### config.mk
export PLATFORM = sky130hd
export DESIGN_NAME = float_to_fixed_sp
export DESIGN_NICKNAME = d
export VERILOG_FILES = /design/src/rtl/float_to_fixed_sp.sv
export SDC_FILE = /design/constraint.sdc
export NUM_CORES = 1
export LEC_CHECK = 0
export ABC_CLOCK_PERIOD_IN_PS = 4600
export BUFFER_PORTS_ARGS = -buffer_cell sky130_fd_sc_hd__buf_2
export CORE_MARGIN = 1
export CORE_UTILIZATION = 45
export DETAILED_ROUTE_END_ITERATION = 12
export SLEW_MARGIN = 5
export SYNTH_ARGS = -nofsm -noshare
export SYNTH_HDL_FRONTEND = slang
export SYNTH_SLANG_ARGS = --single-unit
### constraint.sdc
create_clock -name i_CLK -period 4.6 [get_ports i_CLK]
set_clock_uncertainty 0.2 [all_clocks]
set_input_delay 0.46 -clock i_CLK [delete_from_list [all_inputs] [get_ports i_CLK]]
set_output_delay 0.46 -clock i_CLK [all_outputs]
set_load 0.1 [all_outputs]
### src/rtl/float_to_fixed_sp.sv
// float_to_fixed_sp: IEEE-754 single precision to signed Q(32-F).F fixed point.
// Three register stages (unpack/classify, align, sign/saturate). One word per clock,
// truncation toward zero, saturation on overflow, exception flags alongside the word.
module float_to_fixed_sp #(
    parameter int p_FRAC_BITS = 0
) (
    input  logic        i_CLK,
    input  logic        i_RST_N,
    input  logic        i_VALID,
    input  logic [31:0] i_FLOAT_WORD,
    output logic        o_VALID,
    output logic [31:0] o_FIXED_WORD,
    output logic        o_INVALID,
    output logic        o_OVERFLOW,
    output logic        o_INEXACT
);

    typedef enum logic [1:0] {
        CLS_NORMAL = 2'd0,
        CLS_ZERO   = 2'd1,
        CLS_INF    = 2'd2,
        CLS_NAN    = 2'd3
    } cls_t;

    localparam logic signed [9:0] FRAC_S = 10'(p_FRAC_BITS);

    // Saturation value for an out-of-range magnitude of the given sign.
    function automatic logic [31:0] f_saturate(input logic sign);
        return sign ? 32'h8000_0000 : 32'h7FFF_FFFF;
    endfunction

    // Two's-complement negation of the magnitude when the input was negative.
    function automatic logic [31:0] f_apply_sign(input logic sign, input logic [31:0] mag);
        return sign ? (~mag + 32'd1) : mag;
    endfunction

    // ---------------- stage 1: unpack / classify ----------------
    logic               vld_p1_q,    vld_p1_d;
    logic               sign_p1_q,   sign_p1_d;
    logic [22:0]        mant_p1_q,   mant_p1_d;
    logic signed [9:0]  shift_p1_q,  shift_p1_d;
    cls_t               cls_p1_q,    cls_p1_d;
    logic               denorm_p1_q, denorm_p1_d;

    // Split the float word, bias-correct the exponent and classify special encodings.
    always_comb begin
        logic [7:0] exp_v;
        exp_v       = i_FLOAT_WORD[30:23];
        vld_p1_d    = i_VALID;
        sign_p1_d   = i_FLOAT_WORD[31];
        mant_p1_d   = i_FLOAT_WORD[22:0];
        shift_p1_d  = $signed({2'b00, exp_v}) - 10'sd127 + FRAC_S;
        denorm_p1_d = (exp_v == 8'd0) && (mant_p1_d != 23'd0);
        cls_p1_d    = CLS_NORMAL;
        if (exp_v == 8'hFF) begin
            cls_p1_d = (mant_p1_d != 23'd0) ? CLS_NAN : CLS_INF;
        end else if (exp_v == 8'd0) begin
            cls_p1_d = CLS_ZERO;
        end
    end

    // ---------------- stage 2: align ----------------
    logic        vld_p2_q,  vld_p2_d;
    logic        sign_p2_q, sign_p2_d;
    logic [31:0] mag_p2_q,  mag_p2_d;
    logic        inv_p2_q,  inv_p2_d;
    logic        ovf_p2_q,  ovf_p2_d;
    logic        inx_p2_q,  inx_p2_d;

    // Shift the hidden-one significand into integer position and flag lost bits.
    always_comb begin
        logic [31:0] w_v;
        logic [4:0]  rsh_v;
        w_v       = {1'b1, mant_p1_q, 8'b0};
        rsh_v     = 5'd31 - shift_p1_q[4:0];
        vld_p2_d  = vld_p1_q;
        sign_p2_d = sign_p1_q;
        mag_p2_d  = 32'd0;
        inv_p2_d  = 1'b0;
        ovf_p2_d  = 1'b0;
        inx_p2_d  = 1'b0;
        case (cls_p1_q)
            CLS_NAN:  inv_p2_d = 1'b1;
            CLS_INF:  ovf_p2_d = 1'b1;
            CLS_ZERO: inx_p2_d = denorm_p1_q;
            default: begin
                if (shift_p1_q < 10'sd0) begin
                    inx_p2_d = 1'b1;
                end else if (shift_p1_q <= 10'sd30) begin
                    mag_p2_d = w_v >> rsh_v;
                    inx_p2_d = |(w_v & ~(32'hFFFF_FFFF << rsh_v));
                end else if ((shift_p1_q == 10'sd31) && sign_p1_q && (mant_p1_q == 23'd0)) begin
                    // Exactly -2^31 is representable even though +2^31 is not.
                    mag_p2_d = 32'h8000_0000;
                end else begin
                    ovf_p2_d = 1'b1;
                end
            end
        endcase
    end

    // ---------------- stage 3: sign / saturate ----------------
    logic        vld_p3_q,   vld_p3_d;
    logic [31:0] fixed_p3_q, fixed_p3_d;
    logic        inv_p3_q,   inv_p3_d;
    logic        ovf_p3_q,   ovf_p3_d;
    logic        inx_p3_q,   inx_p3_d;

    // Produce the final word; an overflow or NaN suppresses the inexact flag.
    always_comb begin
        vld_p3_d   = vld_p2_q;
        inv_p3_d   = 1'b0;
        ovf_p3_d   = 1'b0;
        inx_p3_d   = 1'b0;
        fixed_p3_d = 32'd0;
        if (inv_p2_q) begin
            inv_p3_d = 1'b1;
        end else if (ovf_p2_q) begin
            ovf_p3_d   = 1'b1;
            fixed_p3_d = f_saturate(sign_p2_q);
        end else begin
            inx_p3_d   = inx_p2_q;
            fixed_p3_d = f_apply_sign(sign_p2_q, mag_p2_q);
        end
    end

    // Pipeline registers: all advance every cycle and clear immediately on reset.
    always_ff @(posedge i_CLK or negedge i_RST_N) begin
        if (!i_RST_N) begin
            vld_p1_q    <= 1'b0;
            sign_p1_q   <= 1'b0;
            mant_p1_q   <= 23'd0;
            shift_p1_q  <= 10'sd0;
            cls_p1_q    <= CLS_NORMAL;
            denorm_p1_q <= 1'b0;
            vld_p2_q    <= 1'b0;
            sign_p2_q   <= 1'b0;
            mag_p2_q    <= 32'd0;
            inv_p2_q    <= 1'b0;
            ovf_p2_q    <= 1'b0;
            inx_p2_q    <= 1'b0;
            vld_p3_q    <= 1'b0;
            fixed_p3_q  <= 32'd0;
            inv_p3_q    <= 1'b0;
            ovf_p3_q    <= 1'b0;
            inx_p3_q    <= 1'b0;
        end else begin
            vld_p1_q    <= vld_p1_d;
            sign_p1_q   <= sign_p1_d;
            mant_p1_q   <= mant_p1_d;
            shift_p1_q  <= shift_p1_d;
            cls_p1_q    <= cls_p1_d;
            denorm_p1_q <= denorm_p1_d;
            vld_p2_q    <= vld_p2_d;
            sign_p2_q   <= sign_p2_d;
            mag_p2_q    <= mag_p2_d;
            inv_p2_q    <= inv_p2_d;
            ovf_p2_q    <= ovf_p2_d;
            inx_p2_q    <= inx_p2_d;
            vld_p3_q    <= vld_p3_d;
            fixed_p3_q  <= fixed_p3_d;
            inv_p3_q    <= inv_p3_d;
            ovf_p3_q    <= ovf_p3_d;
            inx_p3_q    <= inx_p3_d;
        end
    end

    assign o_VALID      = vld_p3_q;
    assign o_FIXED_WORD = fixed_p3_q;
    assign o_INVALID    = inv_p3_q;
    assign o_OVERFLOW   = ovf_p3_q;
    assign o_INEXACT    = inx_p3_q;

endmodule

---- After elaboration in Yosys (flattened, before gate mapping) ----
Index checks and enable logic that the tools add are counted.
word-level totals
  register bits ........................... 110
  bits in latches ......................... 0
  memory bits (writable) .................. 0
  bits in read-only memories .............. 0
  input bits .............................. 35
  output and inout bits ................... 36
  logic and storage cells ................. 66
  memories kept ........................... 0
cells by class
  $add $sub $neg .......................... 3
  multipliers ............................. 0
  divide/modulo/power cells ............... 0
  $lt $le $gt $ge ......................... 2
  equality and inequality tests ........... 5
  shift-type cells ........................ 2
  multiplexer cells ....................... 24
  bitwise gates (word level) .............. 3
  reductions and logical operators ........ 10
operators with widths
  kind                     count
  $mux W32                 8
  $not A32 Y32             2
  $add A32 B1 Y32 const B  1
  $and A32 B32 Y32         1
  $reduce_or A32 Y1        1
  $shl A32 B5 Y32 const A  1
  $shr A32 B5 Y32          1
  $logic_not A23 Y1        1
  $reduce_bool A23 Y1      1
  $mux W1                  13
  $eq A9 B6 Y1 const B     1
  $le A9 B6 Y1 const B     1
  $lt A9 B1 Y1 const B     1
  $sub A8 B7 Y9 const B    1
  $eq A8 B8 Y1 const B     1
  $logic_not A8 Y1         1
  $sub A5 B5 Y5 const A    1
  $eq A2 B2 Y1 const B     2
  $pmux W1 S2              2
  $reduce_or A2 Y1         2
  $logic_and A1 B1 Y1      3
  $reduce_or A3 Y1         1
  $eq A2 B1 Y1 const B     1
  $mux W2                  1

---- Depth between registers and ports, before layout ----
  word-level depth ........................ 8
  depth in mapped cells ................... 8
  mapped depth without buffers ............ 7

---- Least setup slack after synthesis ----
OpenSTA, ideal clock, no wires.
  kind .................................... register to register
  start ................................... register mag_p2_q[14]
  end ..................................... register fixed_p3_q[25] (netlist: o_FIXED_WORD[25])
  library setup time ...................... 0.104 ns
  arrival time ............................ 2.584 ns
  required time ........................... 4.296 ns
  path slack .............................. 1.712 ns
  cell stages (with the launch flop) ...... 7
  buffers on the path ..................... 1
  period minus slack after synthesis ...... 2.888 ns
  cells stage by stage .................... dfrtp_1 -> or4_4 -> or4_4 -> buf_6 -> or4_4 -> or4b_1 -> o311ai_1
between the ends
  longest elaborated chain between the ends .. 5
ends and longest elaborated chain
  what                    line  source
  start, declared         65    logic [31:0] mag_p2_q, mag_p2_d;
  start signal, assigned  156   mag_p2_q <= mag_p2_d;
  $not A32 Y32            34    return sign ? (~mag + 32'd1) : mag;
  $add A32 B1 Y32         34
  $mux W32                34
  $mux W32                118   end else if (ovf_p2_q) begin
  $mux W32                116   if (inv_p2_q) begin
  net fixed_p3_d[25]      104   logic [31:0] fixed_p3_q, fixed_p3_d;
  end signal, assigned    161   fixed_p3_q <= fixed_p3_d;
  end, declared           104
The timed path passes the listed nets, and every way through them passes these cells.

---- Worst setup path in the final report ----
  start ................................... register mag_p2_q[4]
  end ..................................... register fixed_p3_q[28] (netlist: o_FIXED_WORD[28])
Same word-level chain as after synthesis.

==> results.tsv <==
metric	value	unit
wl_met3	555	um
highest_layer	met4	
rows	42	
synth_cell_types	66	
start_util	0.4610	
fmax	324.5	MHz
rsz0062_at_grt	false	
r2r_cells	5	
grt_pass1_vias	4901	
slew_viol_final	0	
dp_slack	1568	ps
via_per_inst	5.970	
yosysSeqAreaShare	0.4509	
startpoint_type	register	
grt_pass1_wl	25540	um
netlist_instances	625	
grt_usage	0.2326	
period_share	0.6700	
antenna_cells	0	
synth_area_per_cell	9.767	um^2
layout.nets	715	
r2r-end	o_FIXED_WORD[28]$_DFF_PN0_	
clock_latency	360	ps
ctsHtreeMaxLevel	3	
worst_pin_slew	889.8	ps
utilization	0.5239	
place.port_buffers	70	
synth_nets	663	
final_cell_area	6938	um^2
clkTransAtPathRegs	70	ps
cts.sinks	110	
synth_warnings	0	
synth_edf_count	0	
p_leak	0.003113	uW
clk_path_buf_depth	2	
coreArea	13240	um^2
wl_met1	6814	um
slew_headroom	0.4061	
crit_arrival	3130	ps
grt_max_degree	72	
crit_fanout	7	
cts_resized	0	
startpoint	mag_p2_q[4]$_DFF_PN0_	
tns	0	ps
ys_ff_latch	110	
dp_hpwl	11270	um
drt-initial-drc-count	341	
cts_root_buffer	clkbuf_16	
grt_overflow_total	0	
r2r_start	mag_p2_q[4]$_DFF_PN0_	
cts-buffers-inserted	9	
finalHoldViolCount	0	
fin_crit	3082	ps
syn_to_final_growth	13.65	%
reg2reg_slack	1520	ps
dr.pass1.iters	6	
netlist_area	6105	um^2
maxCapViolCount	0	
final-setup-viol-count	0	
postLayoutSetupSlackWorst	1518	ps
min_path_type	input pin to asynchronous set/reset pin	
antenna_found_initial	0	
power.density	398.3	nW/um^2
gp_congestion	0.8920	
wire_per_inst	18.01	um
vias	5122	
die_area	14040	um^2
wl	15450	um
hold_buffers	2	
io_pins	71	
cts_tree	built	
cp_data_required_time	4650	ps
endpoint_kind	register	
holdWs	0.3417	ps
ant_nets	0	
die_w	118.5	um
ir_drop	0.0002003	V
dpl_cell_area	6594	um^2
ys.flop_type	dfrtp_1	
status	complete, no violations	
async_flop_share	1.000	
worstSetupPathType	register to register	
die_h	118.5	um
dr_wl_met2	7553	um
drive_above_1_share	0.1935	
post_cts_buffers	0	
drcViolationCount	0	
## metal layers
| metal | global-route usage | up-vias |
|---|---|---|
| met2 | 0.3915 | 159 |
| li1 | - | 2432 |
| met4 | 0.1100 | 0 |
| met5 | 0 | - |
| met3 | 0.03620 | 38 |
| met1 | 0.2940 | 2493 |
## cell type report
class / instances / area [um^2]
multi-input cells: 459 / 3133
repair buffers: 83 / 455.4
flip-flops and latches: 110 / 2753
inverters: 14 / 52.55
well taps: 176 / 220.2
clock buffers: 12 / 246.5
clock inverters: 4 / 77.57
fillers: 1248 / 6305
## report_power, final
group / internal (uW) / total, uW / switching (uW)
clock network: 496 / 852 / 356
logic: 236 / 820 / 584
registers: 1030 / 1090 / 62.4
total: 1760 / 2760 / 1000
## critical path: stages (launching register included)
cell,delay [ps]
dfrtp_1,440
or4_1,610
nor4_2,730
nand4_1,210
or4b_2,660
o311ai_1,110
## flip-flops by register name, indices dropped and copies added (netlist names), 2 cells and up
| signal | count |
|---|---|
| mag_p2_q | 32 |
| o_FIXED_WORD | 32 |
| mant_p1_q | 23 |
| shift_p1_q | 9 |
| cls_p1_q | 2 |
## Yosys cell counts (8+ instances only)
master,count,area [um^2]
nor4_1,15,93.84
nand3_1,11,55.05
o22ai_1,10,62.56
dfrtp_1,110,2753
a211oi_1,9,67.56
inv_1,13,48.80
buf_1,8,30.03
clkbuf_1,32,120.1
nand4_1,9,56.30
nand2b_1,9,56.30
nand2_1,29,108.9
nor3_1,30,150.1
a31oi_1,8,50.05
mux4_2,18,405.4
nor2_1,96,360.4
a21oi_1,35,175.2
mux2i_1,33,330.3
o21ai_0,25,125.1
o22a_1,9,78.83
## kinds of logic after synthesis
logic type                 count (synthesis)  synth area share
xor gates and xnor gates                   7           0.01004
DFF                                      110            0.4509
buffers and inverters                     56           0.03587
adders and majority gates                  4          0.007789
and+or+nand+nor                          255            0.2164
AOI/OAI and AO/OA                        136            0.1474
muxes                                     57            0.1316
## cell usage in the layout (no fill, tap or decap), types with 6 or more instances in the layout
master	Yosys	final
a211oi_1	9	9
a21oi_1	35	35
or4_1	6	6
o21a_1	6	6
nand2_1	29	29
buf_2	1	69
nand2b_1	9	9
dfrtp_1	110	110
mux2i_1	33	33
inv_1	13	13
or3_1	7	7
nor4_1	15	15
buf_4	0	12
a31oi_1	8	8
nand3_1	11	11
mux2_2	6	6
o32ai_1	7	7
o22a_1	9	9
nor3_1	30	30
o22ai_1	10	10
clkbuf_16	0	9
mux4_2	18	18
nor2_1	96	96
nand4_1	9	9
o21ai_0	25	25
## metrics by stage
| step | std cells | power (uW) |
|---|---|---|
| after floorplan | 625 | 1741 |
| after global placement | 840 | 1921 |
| after detailed placement | 840 | 1923 |
| after CTS | 858 | 2776 |
| after global routing | 858 | 2883 |
| final | 858 | 2763 |
## worst max path at each step
stage | end | slack [ps] | cells past startpoint
2_1_floorplan | o_FIXED_WORD[25]$_DFF_PN0_ | 1710 | 6
3_3_place_gp | o_FIXED_WORD[28]$_DFF_PN0_ | 1660 | 5
3_5_place_dp | o_FIXED_WORD[28]$_DFF_PN0_ | 1570 | 5
4_1_cts | o_FIXED_WORD[28]$_DFF_PN0_ | 1570 | 5
5_1_grt | o_FIXED_WORD[28]$_DFF_PN0_ | 1370 | 5
6_report | o_FIXED_WORD[28]$_DFF_PN0_ | 1520 | 5
No activity file was read; power rests on OpenSTA's default activity.
